### src/rtl/uart_pkg.sv
// Definitions shared by the UART transmit and receive paths.
package uart_pkg;

    localparam int unsigned UART_SAAT_VARS = 5208;
    localparam int unsigned UART_VERI_BIT  = 8;

    typedef enum logic [1:0] {
        BOSTA = 2'd0,
        START = 2'd1,
        VERI  = 2'd2,
        DUR   = 2'd3
    } uart_durum_e;

endpackage

### src/rtl/uart_fifo.sv
// Synchronous first-word-fall-through FIFO; veri_o holds the head whenever bos is low.
module uart_fifo #(
    parameter int GENISLIK = 8,
    parameter int DERINLIK = 4
) (
    input  logic                clk_i,
    input  logic                rst_i,
    input  logic                push,
    input  logic [GENISLIK-1:0] veri_i,
    input  logic                pop,
    output logic [GENISLIK-1:0] veri_o,
    output logic                dolu,
    output logic                bos
);
    localparam int AW = $clog2(DERINLIK);

    logic [GENISLIK-1:0] mem_q [DERINLIK];
    logic [AW-1:0]       yaz_q;
    logic [AW-1:0]       oku_q;
    logic [AW:0]         say_q;
    logic [AW:0]         say_d;
    logic                push_ok;
    logic                pop_ok;

    // Full/empty come from the pre-edge count, so a full FIFO refuses a push
    // even when a pop happens in the same cycle.
    assign dolu    = (say_q == (AW+1)'(DERINLIK));
    assign bos     = (say_q == '0);
    assign push_ok = push && !dolu;
    assign pop_ok  = pop && !bos;
    assign veri_o  = mem_q[oku_q];

    always_comb begin
        say_d = say_q;
        case ({push_ok, pop_ok})
            2'b10:   say_d = say_q + (AW+1)'(1);
            2'b01:   say_d = say_q - (AW+1)'(1);
            default: say_d = say_q;
        endcase
    end

    always_ff @(posedge clk_i or posedge rst_i) begin
        if (rst_i) begin
            yaz_q <= '0;
            oku_q <= '0;
            say_q <= '0;
        end else begin
            if (push_ok) begin
                yaz_q <= yaz_q + AW'(1);
            end
            if (pop_ok) begin
                oku_q <= oku_q + AW'(1);
            end
            say_q <= say_d;
        end
    end

    always_ff @(posedge clk_i) begin
        if (push_ok) begin
            mem_q[yaz_q] <= veri_i;
        end
    end

endmodule

### src/rtl/uart_verici.sv
// UART 8N1 transmitter: valid/ready byte input, small FIFO, LSB-first frames
// on a registered TX line that idles high.
module uart_verici
    import uart_pkg::*;
#(
    parameter int unsigned UART_SAAT     = UART_SAAT_VARS,
    parameter int          FIFO_DERINLIK = 4
) (
    input  logic       clk_g,
    input  logic       rst_g,
    input  logic [7:0] gon_veri,
    input  logic       gon_gecerli,
    output logic       gon_hazir,
    output logic       TX,
    output logic       mesgul
);
    uart_durum_e              durum_q;
    uart_durum_e              durum_d;
    logic [31:0]              sayac_q;
    logic [31:0]              sayac_d;
    logic [2:0]               indis_q;
    logic [2:0]               indis_d;
    logic [UART_VERI_BIT-1:0] kaydir_q;
    logic                     tx_q;
    logic                     tx_d;
    logic                     mesgul_q;
    logic                     mesgul_d;
    logic                     fifo_dolu;
    logic                     fifo_bos;
    logic [UART_VERI_BIT-1:0] fifo_bas;
    logic                     push_ok;
    logic                     pop;
    logic                     yukle;
    logic                     kaydir;
    logic                     bit_son;

    assign gon_hazir = !fifo_dolu;
    assign push_ok   = gon_gecerli && !fifo_dolu;
    assign bit_son   = (sayac_q == UART_SAAT);
    assign TX        = tx_q;
    assign mesgul    = mesgul_q;

    uart_fifo #(
        .GENISLIK(UART_VERI_BIT),
        .DERINLIK(FIFO_DERINLIK)
    ) u_fifo (
        .clk_i (clk_g),
        .rst_i (rst_g),
        .push  (gon_gecerli),
        .veri_i(gon_veri),
        .pop   (pop),
        .veri_o(fifo_bas),
        .dolu  (fifo_dolu),
        .bos   (fifo_bos)
    );

    always_comb begin
        durum_d = durum_q;
        sayac_d = '0;
        indis_d = indis_q;
        tx_d    = tx_q;
        pop     = 1'b0;
        yukle   = 1'b0;
        kaydir  = 1'b0;
        if (durum_q != BOSTA) begin
            sayac_d = bit_son ? 32'd0 : sayac_q + 32'd1;
        end
        case (durum_q)
            BOSTA: begin
                tx_d = 1'b1;
                if (!fifo_bos) begin
                    pop     = 1'b1;
                    yukle   = 1'b1;
                    durum_d = START;
                    tx_d    = 1'b0;
                end
            end
            START: begin
                if (bit_son) begin
                    durum_d = VERI;
                    indis_d = 3'd0;
                    tx_d    = kaydir_q[0];
                end
            end
            VERI: begin
                if (bit_son) begin
                    if (indis_q == 3'(UART_VERI_BIT - 1)) begin
                        durum_d = DUR;
                        tx_d    = 1'b1;
                    end else begin
                        // Next data bit is bit 1 of the current shift value.
                        kaydir  = 1'b1;
                        indis_d = indis_q + 3'd1;
                        tx_d    = kaydir_q[1];
                    end
                end
            end
            DUR: begin
                if (bit_son) begin
                    if (!fifo_bos) begin
                        pop     = 1'b1;
                        yukle   = 1'b1;
                        durum_d = START;
                        tx_d    = 1'b0;
                    end else begin
                        durum_d = BOSTA;
                        tx_d    = 1'b1;
                    end
                end
            end
            default: begin
                durum_d = BOSTA;
                tx_d    = 1'b1;
            end
        endcase
        // Every pop leaves the FSM busy, so FIFO occupancy after the edge only
        // matters when nothing is popped.
        mesgul_d = (durum_d != BOSTA) || push_ok || !fifo_bos;
    end

    always_ff @(posedge clk_g or posedge rst_g) begin
        if (rst_g) begin
            durum_q  <= BOSTA;
            sayac_q  <= '0;
            indis_q  <= '0;
            tx_q     <= 1'b1;
            mesgul_q <= 1'b0;
        end else begin
            durum_q  <= durum_d;
            sayac_q  <= sayac_d;
            indis_q  <= indis_d;
            tx_q     <= tx_d;
            mesgul_q <= mesgul_d;
        end
    end

    always_ff @(posedge clk_g) begin
        if (yukle) begin
            kaydir_q <= fifo_bas;
        end else if (kaydir) begin
            kaydir_q <= {1'b0, kaydir_q[UART_VERI_BIT-1:1]};
        end
    end

endmodule

### config.mk
export PLATFORM = sky130hd
export DESIGN_NAME = uart_verici
export DESIGN_NICKNAME = d
export VERILOG_FILES = /design/src/rtl/uart_pkg.sv /design/src/rtl/uart_fifo.sv /design/src/rtl/uart_verici.sv
export SDC_FILE = /design/constraint.sdc
export NUM_CORES = 1
export LEC_CHECK = 0
export BUFFER_PORTS_ARGS = -buffer_cell sky130_fd_sc_hd__buf_2
export CORE_ASPECT_RATIO = 0.6
export CORE_UTILIZATION = 40
export CTS_CLUSTER_SIZE = 40
export DETAILED_ROUTE_END_ITERATION = 10
export PLACE_DENSITY = 0.62
export SYNTH_ARGS = -nofsm -noshare
export SYNTH_HDL_FRONTEND = slang
export SYNTH_SLANG_ARGS = --single-unit
export TNS_END_PERCENT = 30
### constraint.sdc
create_clock -name clk_g -period 5.5 [get_ports clk_g]
set_input_delay 0.275 -clock clk_g [delete_from_list [all_inputs] [get_ports clk_g]]
set_output_delay 0.275 -clock clk_g [all_outputs]
set_load 0.005 [all_outputs]
# [Word-level counts from Yosys, hierarchy flattened]
# Memory sizes are Yosys's and may differ from the RTL's.
# Index checks and enable logic that the tools add are counted.
[word_totals] ff_bits=54 in_bits=11 memories=1 ram_bits=32 output_inout_bits=3 word_cells=73
[memory_table] memory="u_fifo.mem_q" depth=4 width=8 read_ports=1 rd_ports_with_merged_regs=0 wr=1 line_no="uart_fifo.sv:17" rtl="logic [GENISLIK-1:0] mem_q [DERINLIK];"
[op_classes] n_reduce_logical=15 addsub=6 n_mux=30 n_eq_ne=12
[ops] operator="32-bit two-way mux" n=2
[ops] operator="32-bit by 1-bit adder with 32-bit output (second input constant)" n=1
[ops] operator="32-bit by 13-bit equality test with 1-bit output (second input constant)" n=1
[ops] operator="8-bit two-way mux" n=2
[ops] operator="1-bit two-way mux" n=13
[ops] operator="3-bit one-hot mux with 2 select lines" n=2
[ops] operator="2-bit two-way mux" n=5
[ops] operator="2-bit nonzero test" n=5
[ops] operator="3-bit two-way mux" n=3
[ops] operator="2-bit != test (second input constant)" n=4
[ops] operator="2-bit one-hot mux with 4 select lines" n=1
[ops] operator="3-bit by 1-bit adder with 3-bit output (second input constant)" n=2
[ops] operator="2-bit equality test (second input constant)" n=3
[ops] operator="3-bit equality test (second input constant)" n=2
[ops] operator="2-bit by 1-bit adder with 2-bit output (second input constant)" n=2
[ops] operator="2-bit by 1-bit equality test with 1-bit output (second input constant)" n=2
[ops] operator="1-bit one-hot mux with 4 select lines" n=1
[ops] operator="4-bit AND reduction" n=1
[ops] operator="3-bit zero test" n=1
[ops] operator="3-bit AND reduction" n=1
[ops] operator="3-bit by 1-bit subtractor with 3-bit output (second input constant)" n=1
[ops] operator="1-bit logical AND" n=2
[ops] operator="1-bit zero test" n=2
[ops] operator="2-bit zero test" n=1
[ops] operator="2 further kinds" n=3

# [Depth between registers and ports, before layout]
# Gate-level depths: netlist (run 1).
[depth] depth_word=7 mapped_depth=13 mapped_depth_nobuf=13

# [By module]
# Synthesis (run 1) repeated with hierarchy kept, for this count alone.
[unflattened] cells_unflattened=327 area_unflattened_um2=4124.0
[by_module_without_submodules] module="uart_verici" seq_area_each_um2=1217.4 instances=1 area_per_inst_um2=2527.4 cells_per_inst=247
[by_module_without_submodules] module="uart_fifo" seq_area_each_um2=1136.1 instances=1 area_per_inst_um2=1596.5 cells_per_inst=80

# [Least setup slack after synthesis (run 1)]
# Ideal clock, no wire load.
[synth_path] kind="flip-flop to flip-flop" from="reg sayac_q[0]" to="reg u_fifo.say_q[2]" path_buffers=0 setup_time_ps=79 stages_incl_launch_ff=14 period_less_slack_ps=2436 t_arrival_ps=2356 slack_ps=3064 required_ps=5421 path_cell_list="dfrtp_1 inv_1 ha_1 nor4b_2 nand4_1 nor3_2 o21ai_4 inv_1 ha_1 inv_1 fa_1 xor2_1 nor2_1 xor2_1"
[synth_between] elab_chain_cells=6 word_cells_on_any_way=8 classes_between="eq/ne: 3; mux: 3; reduce/logical: 2"
[synth_rtl] item="start: declaration" line_no="uart_verici.sv:19" rtl="logic [31:0] sayac_q;"
[synth_rtl] item="start signal: assignment" line_no="uart_verici.sv:130" rtl="sayac_q <= sayac_d;"
[synth_rtl] item="32-bit by 13-bit equality test with 1-bit output (*)" line_no="uart_verici.sv:39" rtl="assign bit_son = (sayac_q == UART_SAAT);"
[synth_rtl] item="1-bit two-way mux (*)" line_no="uart_verici.sv:99" rtl="if (bit_son) begin"
[synth_rtl] item="1-bit one-hot mux with 2 select lines (*)" line_no="uart_verici.sv:68" rtl="case (durum_q)"
[synth_rtl] item="1-bit logical AND (*)" line_no="uart_fifo.sv:30" rtl="assign pop_ok = pop && !bos;"
[synth_rtl] item="via u_fifo.pop_ok" line_no="uart_fifo.sv:23" rtl="logic pop_ok;"
[synth_rtl] item="2-bit by 1-bit equality test with 1-bit output or 2-bit equality test (tied branches)" line_no="uart_fifo.sv:35" rtl="case ({push_ok, pop_ok})"
[synth_rtl] item="3-bit one-hot mux with 2 select lines or 2-bit nonzero test (tied branches)"
[synth_rtl] item="end signal: assignment" line_no="uart_fifo.sv:54" rtl="say_q <= say_d;"
[synth_rtl] item="end: declaration" line_no="uart_fifo.sv:20" rtl="logic [AW:0] say_q;"
# The timed path passes the listed nets; every way through them passes the cells marked *.
# A chain may end at the register's enable or synchronous reset.

# [Worst setup path after layout (run 1)]
# Same ends and word-level chain as after synthesis.

==> results of run 1 <==
## registers in the layout, indices dropped and copies added (netlist names)
| name | flops |
|---|---|
| u_fifo.mem_q | 32 |
| durum_q | 2 |
| u_fifo.say_q | 3 |
| mesgul | 1 |
| u_fifo.oku_q | 2 |
| sayac_q | 32 |
| kaydir_q | 8 |
| indis_q | 3 |
| u_fifo.yaz_q | 2 |
| TX | 1 |
## metal layers
layer  global-route usage (%)  vias up  wire length [um]
li1                         -     1249                 -
met5                        0        -                 0
met1                     25.9     1288              4550
met4                     6.52        0                89
met2                     21.3       46              3340
met3                     4.26        5               330
## final cells by class
class	count	area (um^2)
fill	857	5300
sequential	86	2350
multi-input combinational	226	1750
clock buffer	10	229
tap	135	169
clock inverter	6	133
timing repair buffer	13	65.1
inverter	15	56.3
## through the flow
| stage | worst slack (ns) | total power [uW] | utilization, % |
|---|---|---|---|
| after global routing | 2.51 | 1720 | 47.2 |
| after global placement | 2.84 | 924 | 43.7 |
| after detailed placement | 2.72 | 934 | 43.7 |
| after floorplan | 3.06 | 877 | - |
| final | 2.75 | 1650 | 47.2 |
| after CTS | 2.72 | 1670 | 47.2 |
## power groups by stage
stage	Sequential, uW	Clock, uW	Combinational (uW)
3_3_place_gp	778	0	146
5_1_grt	774	771	170
6_report	769	735	150
3_5_place_dp	782	0	152
2_1_floorplan	774	0	104
4_1_cts	770	748	153
## placed cells by master (no fill, tap or decap), drive strengths merged, types with 3 or more instances in the layout
| master | netlist | routed |
|---|---|---|
| dfrtp | 45 | 45 |
| edfxtp | 40 | 40 |
| nor2 | 39 | 39 |
| xor2 | 26 | 26 |
| nand3 | 17 | 17 |
| inv | 15 | 16 |
| nand2 | 15 | 15 |
| nand4 | 14 | 14 |
| ha | 14 | 14 |
| buf | 9 | 13 |
| and3 | 12 | 12 |
| o21ai | 11 | 11 |
| xnor2 | 10 | 10 |
| clkbuf | 3 | 10 |
| mux2 | 9 | 9 |
| mux4 | 8 | 8 |
| nor4 | 8 | 8 |
| nor3 | 6 | 6 |
| nor4b | 5 | 5 |
| and2 | 4 | 4 |
| and4 | 4 | 4 |
| bufinv | 0 | 4 |
| a22o | 3 | 3 |
## cell families after synthesis
logic type,count (synthesis),synth area share (%)
fa+ha+maj,15,4.62
simple gates,135,18.0
buf+inv,27,3.02
mux,18,7.52
flops,86,55.7
compound gates,22,3.67
xor+xnor,36,7.46
## worst max-delay path, cell delays in order (launching register included)
cell     delay, ns
dfrtp_1       0.43
inv_1         0.08
ha_1          0.15
nor4b_2       0.18
nand4_1       0.19
nor3_2        0.31
o21ai_4       0.19
inv_1         0.10
ha_1          0.18
inv_1         0.06
fa_1          0.37
xor2_1        0.17
nor2_1        0.11
xor2_1        0.15
## worst paths after layout
check                                               end  cells after the start
setup / recovery            u_fifo.say_q[2]$_DFFE_PP0P_                     13
hold / removal                    sayac_q[26]$_DFF_PP0_                      2
setup reg to reg            u_fifo.say_q[2]$_DFFE_PP0P_                     13
hold reg to reg             u_fifo.say_q[2]$_DFFE_PP0P_                      1
max in group asynchronous         sayac_q[18]$_DFF_PP0_                      2
min in group clk_g         u_fifo.mem_q[0][6]$_DFFE_PP_                      1
==> flow_summary_export.csv, run 1 <==
group,metric,value,unit
run_status,status,"complete, no violations",
global_route,grt_max_degree,47,
floorplanning,coreArea,10100,um^2
sta,hold_viol,0,
power_and_ir_drop,pwr-share-comb,9.0,%
clock_tree,cts_max_level,3,
place,dp_hpwl,5780,um
place,dp.cells,475,
yosys,yosys.area.top_type,"edfxtp_1",
power_and_ir_drop,p_per_area,348,nW/um^2
critical_path,endpoint_kind,"register",
yosys,ys_seq_elements,86,
global_route,grt_pass1_wl,13500,um
cells_and_area,drive_gt1_share,16.9,%
critical_path,r2r_setup_slack,2.75,ns
place,gp_congestion,0.810,
detailed_routing,vias,2588,
floorplanning,initial_core_util,42.0,%
yosys,synth_edf_count,40,
clock_tree,cts_root_buf,"clkbuf_16",
sta,rsz0062_at_grt,"false",
sta,max_freq,0.363,GHz
clock_tree,cts_tree,"yes",
yosys,syn_area_per_cell,12.5,um^2
min_path,hold_path_class,"input port to async pin",
detailed_routing,dr.pass1.iters,4,
yosys,synth.most_common_cell,"dfrtp_1",
global_route,grt_pass1_vias,2536,
cells_and_area,num_antenna_cells,0,
global_route,grt_antenna_before_repair,0,
sta,fin_crit,2.75,ns
critical_path,crit_start,"sayac_q[0]$_DFF_PP0_",
critical_path,crit_arrival,3.01,ns
clock_tree,clk_latency,0.34,ns
yosys,ys_top_cells_by_count,"dfrtp_1 (45), edfxtp_1 (40), nor2_1 (39)",
sta,slew_violations,0,
yosys,ys_warn_count,0,
detailed_routing,remaining_drc_errors,0,
yosys,syn_area,4230,um^2
clock_tree,clk_pin_slew,0.06,ns
power_and_ir_drop,clkPwrFrac,44.4,%
detailed_routing,wire_per_inst,16.9,um
flow_run,max-cap-violations,0,
clock_tree,clk_path_buf_depth,2,
power_and_ir_drop,switchingPower,363,uW
clock_tree,clock_sinks,86,
cells_and_area,final_cells,491,
detailed_routing,drtIter0Drc,214,
critical_path,worst-setup-path-type,"register to register",
global_route,grtUsageTotal,16.6,%
yosys,synth.area.top_cells,"edfxtp_1 (28%), dfrtp_1 (27%), xor2_1 (5.4%)",
floorplanning,core.rowCount,28,
floorplanning,die-width,135,um
yosys,syn_inst,339,
yosys,yosysUniqueCellTypes,50,
critical_path,startpoint_type,"register",
sta,fin_skew,0.00522,ns
yosys,synth_seq_area_share,55.7,%
yosys,ys.flop_type,"dfrtp_1",
critical_path,crit_required,5.76,ns
sta,hold-worst-slack,0.161,ns
floorplanning,dieArea,11000,um^2
sta,setup_tns,0,ns
floorplanning,io_pins,14,
detailed_routing,totalWireLength,8310,um
yosys,synth-async-reset-ratio,53.5,%
clock_tree,post_cts_resized,0,
place,numPortBuffers,13,
cells_and_area,fin_nets,377,
sta,finalCritPeriodShare,50.1,%
sta,setup_viol,0,
cells_and_area,area.growth.synth_to_final,12.4,%
power_and_ir_drop,switching_share,22.0,%
floorplanning,die_h,81.6,um
yosys,synth_fp_nets,365,
power_and_ir_drop,p_int,1290,uW
clock_tree,cts_setup_buffers,0,
clock_tree,cts_buffers,9,
clock_tree,ctsHoldBuffers,0,
cells_and_area,final_cell_area,4750,um^2
power_and_ir_drop,pwr-share-seq,46.5,%
detailed_routing,vias_per_cell,5.27,
critical_path,path_max_fanout,10,
sta,worstMarginPinSlew,1.13,ns
place,place_area,4390,um^2
yosys,synth_top_area_share,28.4,%
detailed_routing,ant_nets,0,
sta,slew_headroom,24.2,%
critical_path,r2r-start,"sayac_q[0]$_DFF_PP0_",
power_and_ir_drop,p_leak,0.00196,uW
power_and_ir_drop,peakVddDrop,0.000186,V
global_route,overflow,0,
No activity file was read; power rests on OpenSTA's default activity.
==> run 2, diff against run 1 <==
--- a/config.mk
+++ b/config.mk
@@ -5,12 +5,13 @@
 export SDC_FILE = /design/constraint.sdc
 export NUM_CORES = 1
 export LEC_CHECK = 0
+export ABC_AREA = 1
 export BUFFER_PORTS_ARGS = -buffer_cell sky130_fd_sc_hd__buf_2
 export CORE_ASPECT_RATIO = 0.6
 export CORE_UTILIZATION = 40
 export CTS_CLUSTER_SIZE = 40
 export DETAILED_ROUTE_END_ITERATION = 10
-export PLACE_DENSITY = 0.62
+export PLACE_DENSITY = 0.64
 export SYNTH_ARGS = -nofsm -noshare
 export SYNTH_HDL_FRONTEND = slang
 export SYNTH_SLANG_ARGS = --single-unit
==> constraint.sdc (replaced) <==
create_clock -name clk_g -period 2.4 [get_ports clk_g]
set_input_delay 0.12 -clock clk_g [delete_from_list [all_inputs] [get_ports clk_g]]
set_output_delay 0.12 -clock clk_g [all_outputs]
set_load 0.005 [all_outputs]
==> run 2 against run 1 <==
  * Total power rose by 120%
  * Global-route usage up 2.9 points
  * Worst setup slack worse by 2.7 ns
  * First-iteration DRC count is 49% higher
  * Critical path type unchanged
  * Critical endpoint unchanged
  * Largest power group unchanged
==> flow_summary_export.csv, run 2 <==
group,metric,value,unit
global_route,gr-usage-met2,25.1,%
sta,slew_headroom,58.7,%
cells_and_area,fin_nets,611,
yosys,synth_seq_area_share,51.5,%
sta,setup_tns,0,ns
sta,hold_viol,0,
floorplanning,dieArea,11900,um^2
yosys,syn_inst,526,
global_route,grt_max_degree,47,
power_and_ir_drop,clkPwrFrac,39.4,%
power_and_ir_drop,switching_share,27.3,%
clock_tree,clk_latency,0.35,ns
clock_tree,clk_pin_slew,0.07,ns
power_and_ir_drop,peakVddDrop,0.000377,V
flow_run,max-cap-violations,0,
critical_path,cp_cell_sequence,"inv_1 -> ha_2 -> nand2_2 -> nor2_2 -> nand2_1 -> inv_1 -> nand2_2 -> nor2_4 -> nand2_2 -> nand2_2 -> nand2_2 -> clkinv_2 -> ha_4 -> inv_2 -> fa_2 -> a21oi_2 -> o21ai_1 -> xor2_1",
sta,finalCritPeriodShare,97.7,%
sta,fin_crit,2.34,ns
cells_and_area,reg.largest.list,"sayac_q (32), u_fifo.mem_q (32), kaydir_q (8)",
cells_and_area,final_common_cell,"nand2_1",
yosys,synth-async-reset-ratio,53.5,%
yosys,ys_top_cells_by_count,"nand2_1 (113), nor2_1 (91), inv_1 (61)",
place,pre_cts_ws,-0.0179,ns
sta,max_freq,0.427,GHz
cells_and_area,num_antenna_cells,0,
power_and_ir_drop,pwr-share-comb,11.4,%
min_path,hold_path_class,"input port to register",
floorplanning,die-width,140,um
yosys,synth_fp_nets,552,
cells_and_area,area.growth.synth_to_final,18.8,%
cells_and_area,seqCellArea,2350,um^2
detailed_routing,totalWireLength,10400,um
sta,hold-worst-slack,0.0911,ns
sta,worstMarginPinSlew,0.619,ns
floorplanning,initial_core_util,42.1,%
sta,setup_viol,0,
power_and_ir_drop,p_leak,0.00238,uW
critical_path,cpPeakStageDelay,0.38,ns
global_route,overflow,0,
global_route,grt_antenna_before_repair,0,
critical_path,crit_arrival,2.58,ns
critical_path,startpoint_type,"register",
clock_tree,cts_root_buf,"clkbuf_16",
critical_path,crit_required,2.63,ns
cells_and_area,multi_input_area,1940,um^2
yosys,syn_area_per_cell,8.68,um^2
clock_tree,clk_path_buf_depth,2,
floorplanning,coreArea,10800,um^2
yosys,ys_seq_elements,86,
detailed_routing,remaining_drc_errors,0,
global_route,use_met3,5.48,%
yosys,ys_warn_count,0,
critical_path,worst-setup-path-type,"register to register",
detailed_routing,vias_per_cell,4.94,
clock_tree,clock_sinks,86,
global_route,grtUsageTotal,19.5,%
global_route,grt_pass1_vias,3427,
sta,slew_violations,0,
global_route,grt_pass1_wl,17500,um
clock_tree,cts_max_level,3,
global_route,grtUsageMet1,31.3,%
yosys,yosys.area.top_type,"edfxtp_1",
sta,worst_slack,0.0558,ns
global_route,top_usage_layer,"met1",
yosys,synth.most_common_cell,"nand2_1",
sta,fin_skew,0.00762,ns
clock_tree,cts_buffers,9,
yosys,synth_top_area_share,26.3,%
yosys,yosysUniqueCellTypes,37,
yosys,ys.flop_type,"dfrtp_1",
power_and_ir_drop,p_int,2600,uW
yosys,synth.area.top_cells,"edfxtp_1 (26%), dfrtp_1 (25%), nand2_1 (9.3%)",
detailed_routing,dr.pass1.iters,5,
sta,rsz0062_at_grt,"true",
cells_and_area,drive_gt1_share,18.0,%
cells_and_area,fillerInstances,984,
floorplanning,core.rowCount,29,
critical_path,path_max_fanout,3,
power_and_ir_drop,switchingPower,974,uW
place,dp_hpwl,7730,um
run_status,status,"complete, no violations",
floorplanning,io_pins,14,
place,gp_congestion,0.902,
detailed_routing,wire_per_inst,14.3,um
place,numPortBuffers,13,
detailed_routing,vias,3600,
floorplanning,die_h,84.8,um
critical_path,crit_top_cell,"nand2_2",
critical_path,crit_slowest_cell,"dfrtp_1",
yosys,synth_edf_count,40,
detailed_routing,drtIter0Drc,318,
power_and_ir_drop,pwr-share-seq,49.1,%
cells_and_area,final_cell_mix,"nand2_1 (111), nor2_1 (90), inv_1 (59)",
detailed_routing,ant_nets,0,
yosys,syn_area,4570,um^2
power_and_ir_drop,p_per_area,658,nW/um^2
critical_path,endpoint_kind,"register",
clock_tree,cts_tree,"yes",
## run 2: cell count changes in the layout (fill, tap and decap cells not counted), sizes merged, moves of 9 or more
cell | before | now
nor2 | 39 | 103
nand4 | 14 | 4
inv | 16 | 68
and3 | 12 | 1
nand2 | 15 | 122
nor3 | 6 | 22
mux2 | 9 | 0
xor2 | 26 | 16
dlygate4sd3 | 0 | 9
buf | 13 | 49
o21ai | 11 | 28
a21oi | 1 | 13
## run 2: path summary, 6_finish.rpt
path                       cells after the start  slack [ns]                    from                           to
max in group asynchronous                      4        1.51                   rst_g         durum_q[1]$_DFF_PP0_
min                                            4        0.09             gon_gecerli             mesgul$_DFF_PP0_
min in group asynchronous                      4        0.48                   rst_g        sayac_q[23]$_DFF_PP0_
max reg2reg                                   18        0.06    sayac_q[0]$_DFF_PP0_  u_fifo.say_q[2]$_DFFE_PP0P_
min reg2reg                                    2        0.49  indis_q[1]$_DFFE_PP0P_       indis_q[1]$_DFFE_PP0P_
max                                           18        0.06    sayac_q[0]$_DFF_PP0_  u_fifo.say_q[2]$_DFFE_PP0P_
## run 2: layer usage
layer,routed length (um),vias to the layer above
met5,0,-
met1,5710,1677
met2,3830,108
met3,761,7
li1,-,1808
met4,87,0
## run 2: cell families (layout without fill, tap and decap cells)
logic type               Yosys count  in the layout  share of synthesized area, %
AO/OA/AOI/OAI                     52             52                          6.22
XOR/XNOR                          23             23                          4.41
adder cells (fa/ha/maj)           15             15                          4.27
buffers and inverters             73            137                          6.63
flip-flops                        86             86                          51.5
AND/OR/NAND/NOR                  277            277                          26.9
## run 2: repair_timing
action | CTS | global route
pin swaps | 0 | 5
setup endpoints to repair | 1 | 2
setup buffers | 0 | 6
endpoints found under the hold margin | 77 | 0
hold buffers | 9 | 0
resized for setup | 2 | 8
## run 2: worst max-delay path: cells and delay by family (launching register included)
family / cells / cell delay (ns)
DFF: 1 / 0.38
adders and majority gates: 3 / 0.66
and+or+nand+nor: 8 / 0.59
xor gates and xnor gates: 1 / 0.16
AOI/OAI and AO/OA: 2 / 0.20
buffers and inverters: 4 / 0.24
## run 2: final cells by class
type                       instances  area share [%]
sequential                        86            43.4
multi-input combinational        367            35.7
timing repair buffer              58            7.84
inverter                          63            4.38
clock buffer                       9            4.15
tap                              139            3.20
clock inverter                     7            1.31
## run 2: power by group through the flow
stage                     Combinational [uW]  Clock [uW]  Sequential (uW)
after floorplan                          238           0             1770
after global placement                   369           0             1780
after detailed placement                 380           0             1790
after CTS                                402        1430             1750
after global routing                     474        1480             1770
final                                    408        1410             1750
## run 2: metrics by stage
stage / instance area [um^2] / util, % / instances / power (uW)
6_report: 5430 / 50.0 / 729 / 3570
5_1_grt: 5430 / 50.0 / 729 / 3720
4_1_cts: 5360 / 49.4 / 723 / 3590
3_5_place_dp: 4970 / 45.8 / 698 / 2170
3_3_place_gp: 4970 / 45.8 / 698 / 2150
2_1_floorplan: 4570 / - / 526 / 2010
